==> config.mk <==
export PLATFORM = sky130hd
export DESIGN_NAME = mux_nx1_rr
export DESIGN_NICKNAME = d
export VERILOG_FILES = /design/src/rtl/mux_nx1_rr.sv
export SDC_FILE = /design/constraint.sdc
export NUM_CORES = 1
export LEC_CHECK = 0
export ABC_AREA = 1
export CORE_MARGIN = 10
export CORE_UTILIZATION = 37
export DETAILED_ROUTE_END_ITERATION = 10
export MAX_ROUTING_LAYER = met4
export PLACE_DENSITY = 0.95
export SLEW_MARGIN = 15
export SYNTH_ARGS = -nofsm -noshare
export SYNTH_HDL_FRONTEND = slang
export SYNTH_SLANG_ARGS = --single-unit
==> constraint.sdc <==
create_clock -name clk -period 2.5 [get_ports clk]
set_input_delay 0.5 -clock clk [delete_from_list [all_inputs] [get_ports clk]]
set_output_delay 0.5 -clock clk [all_outputs]
set_load 0.02 [all_outputs]
==> src/rtl/mux_nx1_rr.sv <==
// N-to-1 registered multiplexer with a valid/ready handshake on every channel.
// The channel is picked either by the sel input or by a round-robin pointer.
module mux_nx1_rr #(
    parameter int unsigned N_CH   = 4,
    parameter int unsigned DATA_W = 8,
    parameter int unsigned MODE   = 0,
    localparam int unsigned SEL_W = (N_CH > 2) ? $clog2(N_CH) : 1
) (
    input  logic                     clk,
    input  logic                     rst,
    input  logic [N_CH-1:0]          in_valid,
    input  logic [N_CH*DATA_W-1:0]   in_data,
    output logic [N_CH-1:0]          in_ready,
    input  logic [SEL_W-1:0]         sel,
    output logic                     out_valid,
    output logic [DATA_W-1:0]        out_data,
    output logic [SEL_W-1:0]         out_ch,
    input  logic                     out_ready
);

    logic                 out_valid_q, out_valid_d;
    logic [DATA_W-1:0]    out_data_q,  out_data_d;
    logic [SEL_W-1:0]     out_ch_q,    out_ch_d;
    logic [SEL_W-1:0]     ptr_q,       ptr_d;

    logic                 load_en_c;
    logic                 accept_c;
    logic                 grant_vld_c;
    logic [SEL_W-1:0]     grant_idx_c;
    logic [DATA_W-1:0]    grant_data_c;
    logic [N_CH-1:0]      in_ready_c;
    int unsigned          dist_c;
    int unsigned          best_dist_c;

    // The output register can take a word when empty or when draining this cycle.
    assign load_en_c = !out_valid_q || out_ready;
    assign accept_c  = !rst && grant_vld_c && load_en_c;

    // Grant selection: direct select, or the valid channel nearest after ptr.
    always_comb begin
        grant_vld_c = 1'b0;
        grant_idx_c = '0;
        dist_c      = 0;
        best_dist_c = N_CH;
        if (MODE == 0) begin
            for (int unsigned i = 0; i < N_CH; i++) begin
                if (SEL_W'(i) == sel && in_valid[i]) begin
                    grant_vld_c = 1'b1;
                    grant_idx_c = SEL_W'(i);
                end
            end
        end else begin
            for (int unsigned i = 0; i < N_CH; i++) begin
                if (in_valid[i]) begin
                    dist_c = (i + N_CH - 32'(ptr_q)) % N_CH;
                    if (dist_c < best_dist_c) begin
                        best_dist_c = dist_c;
                        grant_vld_c = 1'b1;
                        grant_idx_c = SEL_W'(i);
                    end
                end
            end
        end
    end

    // Data path mux; depends only on the grant index, never feeds back into ready.
    always_comb begin
        grant_data_c = '0;
        for (int unsigned i = 0; i < N_CH; i++) begin
            if (SEL_W'(i) == grant_idx_c) begin
                grant_data_c = in_data[i*DATA_W +: DATA_W];
            end
        end
    end

    always_comb begin
        in_ready_c = '0;
        for (int unsigned i = 0; i < N_CH; i++) begin
            in_ready_c[i] = accept_c && (grant_idx_c == SEL_W'(i));
        end
    end

    // Next-state: load beats drain, so a simultaneous drain+load keeps valid high.
    always_comb begin
        out_valid_d = out_valid_q;
        out_data_d  = out_data_q;
        out_ch_d    = out_ch_q;
        ptr_d       = ptr_q;
        if (accept_c) begin
            out_valid_d = 1'b1;
            out_data_d  = grant_data_c;
            out_ch_d    = grant_idx_c;
        end else if (out_ready) begin
            out_valid_d = 1'b0;
        end
        if (MODE == 1 && accept_c) begin
            ptr_d = (32'(grant_idx_c) == N_CH - 1) ? '0 : grant_idx_c + SEL_W'(1);
        end
    end

    always_ff @(posedge clk or posedge rst) begin
        if (rst) begin
            out_valid_q <= 1'b0;
            out_data_q  <= '0;
            out_ch_q    <= '0;
            ptr_q       <= '0;
        end else begin
            out_valid_q <= out_valid_d;
            out_data_q  <= out_data_d;
            out_ch_q    <= out_ch_d;
            ptr_q       <= ptr_d;
        end
    end

    assign in_ready  = in_ready_c;
    assign out_valid = out_valid_q;
    assign out_data  = out_data_q;
    assign out_ch    = out_ch_q;

endmodule
==> flow_summary.yaml <==
setup_path:
  cp_max_fo: 5
  rr_endpoint: "out_ch[0]"
  worstPathCellList: "clkdlybuf4s50_1 > nand3_4 > nand4_1 > nand3_2 > inv_2 > nand2_1 > inv_1 > clkdlybuf4s15_2"
  slowest_stage: "clkdlybuf4s50_1"
  cp_data_arrival_time_ns: 1.83
  endpoint_kind: "primary output"
  regToRegSetupSlack_ns: 1.38
  start_kind: "input port"
  rr_worst_depth: 7
  crit_type: "in -> out"
  cp_data_required_time_ns: 2.00
  slowest_delay_ns: 0.50
  r2r_start: "out_valid"
global_routing:
  met1_usage_pct: 17.03
  grt_util_met2_pct: 24.64
  top_usage_layer: "met2"
  grt_pass1_vias: 1019
  grt_pass1_wl_um: 5106
  grt_max_degree: 13
  antenna_found_initial: 0
  overflow: 0
  met3_usage_pct: 3.512
  track_usage_pct: 15.31
outcome:
  status: "finished with violations"
  violations: "design-rule violations"
timing:
  clock_skew_ns: 0.01243
  hold_viol: 0
  tightest_slew_ns: 0.2404
  period_needed_ns: 2.334
  slew_viol_final: 0
  min_period_over_period_pct: 93.36
  fin_setup_tns_ns: 0
  max_slew_margin_pct: 84.04
  setup-violations-final: 0
  rsz0062_at_grt: "no"
  postLayoutSetupSlackWorst_ns: 0.1661
  max_freq_ghz: 0.4285
worst_hold_path:
  hold_class: "reg -> reg"
  whs_endpoint: "out_data[6]"
  min-delay-start: "out_data[6]"
  holdPathStages: 2
synthesis:
  ys_warn_count: 0
  synth_simple_gate_area_share_pct: 45.16
  syn-instance-count: 115
  synth_top_family_by_area: "simple AND/OR/NAND/NOR gates"
  synth_compound_area_share_pct: 5.000
  yosysSeqAreaShare_pct: 34.38
  yosysUniqueCellTypes: 16
  synth.mux.area_fraction_pct: 0
  synthAdderAreaFrac_pct: 0
  avgSynthCellArea_sq_um: 6.963
  synth_area_sq_um: 800.8
  synth_xor_area_share_pct: 0
  syn_nets: 156
  ys_ff_latch: 11
floorplanning:
  die_w_um: 66.52
  die_area_sq_mm: 0.004425
  rows: 16
  fp.dieH_um: 66.52
  initial_core_util_pct: 40.00
  io_pins: 56
  core_sq_mm: 0.002002
clock_tree:
  clk_pin_slew_ns: 0.08
  clock-sinks: 11
  cts_setup_buffers: 0
  clockBufferDepth: 2
  cts_tree: "built"
  worstSkewPairLatency_ns: 0.28
  cts_made_buffers: 3
  cts_root_buffer: "clkbuf_4"
  htree_levels: 1
placed_design:
  port_buffers: 55
  place_hpwl_um: 2634
  place_ws_ns: -0.3304
  finalWeightedCongestion: 0.8135
route:
  vias: 1028
  wl_per_cell_um: 15.61
  wirelength_um: 3246
  firstDrtPassIters: 8
  drc: 2
  drtIter0Drc: 94
  viasPerCell: 4.942
  ant_nets: 0
pwr:
  switching_power_uw: 244.8
  power.density_mw_per_mm2: 480.3
  cell_internal_pwr_uw: 455.3
  pwr-share-clk_pct: 18.1
  ir_worst_vdd_mv: 0.3483
  seqPwrFrac_pct: 34.8
  p_sw_share_pct: 34.97
  combPwrFrac_pct: 47.1
  power_leakage_uw: 0.0007455
finish:
  antennaDiodeCount: 0
  drive_above_1_share_pct: 13.26
  fillCellCount: 154
  areaGrowthSynthToFinish_pct: 82.03
  final_core_util_pct: 72.81
  fin_nets: 223
flow_run:
  maxCapViolCount: 0
==> placed cells by master (no fill, tap or decap) <==
cell,count
clkdlybuf4s50_1,49
nand2_1,47
inv_1,13
nor2_1,11
dfrtp_1,11
buf_4,10
nand3_1,8
a21oi_1,7
nand4_1,4
nand3_2,3
clkbuf_4,3
inv_2,2
dlymetal6s2s_1,2
clkdlybuf4s15_2,2
dlygate4sd2_1,2
nand3_4,1
bufinv_16,1
clkinv_1,1
nand2_4,1
nor2_8,1
o21ai_0,1
clkbuf_1,1
==> cells by family (layout without fill, tap and decap cells) <==
kind of cell           count (synthesis)  in the layout
AO/OA/AOI/OAI                          8              8
buffers and inverters                 20             86
flip-flops                            11             11
AND/OR/NAND/NOR                       76             76
==> worst max-delay path: cells and delay by family <==
family,cells,cell delay (ns)
buffers and inverters,4,0.92
and+or+nand+nor,4,0.41
==> worst max path at each step <==
stage / end / cells after the start / slack (ns) / startpoint
floorplan: in_ready[1] / 4 / 0.57 / rst
global placement: in_ready[0] / 9 / -0.26 / sel[0]
detailed placement: in_ready[0] / 9 / -0.33 / sel[0]
CTS: in_ready[0] / 9 / 0.02 / sel[0]
global route: in_ready[3] / 8 / 0.1 / in_valid[1]
finish: in_ready[3] / 8 / 0.17 / in_valid[1]
==> per-layer routing <==
metal | up-vias | part of all wire, % | routed length [um]
li1 | 488 | - | -
met1 | 450 | 39 | 1263
met2 | 76 | 49 | 1580
met3 | 14 | 8.7 | 283
met4 | 0 | 3.7 | 120
met5 | - | 0 | 0
==> Yosys cell counts <==
| cell type | n | area (sq um) |
|---|---|---|
| nor2_8 | 1 | 20.02 |
| nand4_1 | 4 | 25.02 |
| nand2_4 | 1 | 11.26 |
| nand3_1 | 8 | 40.04 |
| a21oi_1 | 7 | 35.03 |
| nand3_4 | 1 | 17.52 |
| dfrtp_1 | 11 | 275.3 |
| inv_2 | 2 | 7.510 |
| buf_6 | 3 | 33.78 |
| clkinv_1 | 1 | 3.750 |
| o21ai_0 | 1 | 5.000 |
| nand3_2 | 3 | 30.03 |
| nor2_1 | 11 | 41.29 |
| inv_1 | 13 | 48.80 |
| bufinv_16 | 1 | 30.03 |
| nand2_1 | 47 | 176.4 |
==> sequential cells by signal, indices dropped and copies added (netlist names) <==
register and cells:
out_valid 1, out_ch 2, out_data 8
==> stage by stage <==
step | area [sq um] | power [uW] | hold slack [ns] | std cells
floorplan | 800.8 | 388.8 | 0.3680 | 115
global placement | 1426 | 566.4 | 0.4616 | 204
detailed placement | 1426 | 576.5 | 0.4662 | 204
CTS | 1453 | 697.7 | 0.4854 | 208
global route | 1458 | 740.7 | 0.5181 | 208
finish | 1458 | 700.1 | 0.4856 | 208
==> power by group through the flow <==
stage | combinational, uW | clock (uW) | sequential (uW)
final | 330 | 127 | 244
after global routing | 357 | 137 | 247
after CTS | 333 | 123 | 242
after detailed placement | 331 | 0 | 245
after global placement | 323 | 0 | 243
after floorplan | 95.5 | 0 | 293
==> layout make-up <==
class	instances	area [sq um]	share of cell area, %
repair buffers	65	630.6	43.26
clock buffers	4	26.28	1.803
well taps	27	33.78	2.318
inverters	17	90.09	6.180
multi-input cells	84	401.6	27.55
flip-flops and latches	11	275.3	18.88
==> what timing repair did <==
action | CTS | global route
endpoints found under the setup margin | 4 | 4
gates resized for setup | 8 | 2
cloned | 0 | 0
hold endpoints to repair | 0 | 0
hold buffers | 0 | 0
No activity file was read; power rests on OpenSTA's default activity.
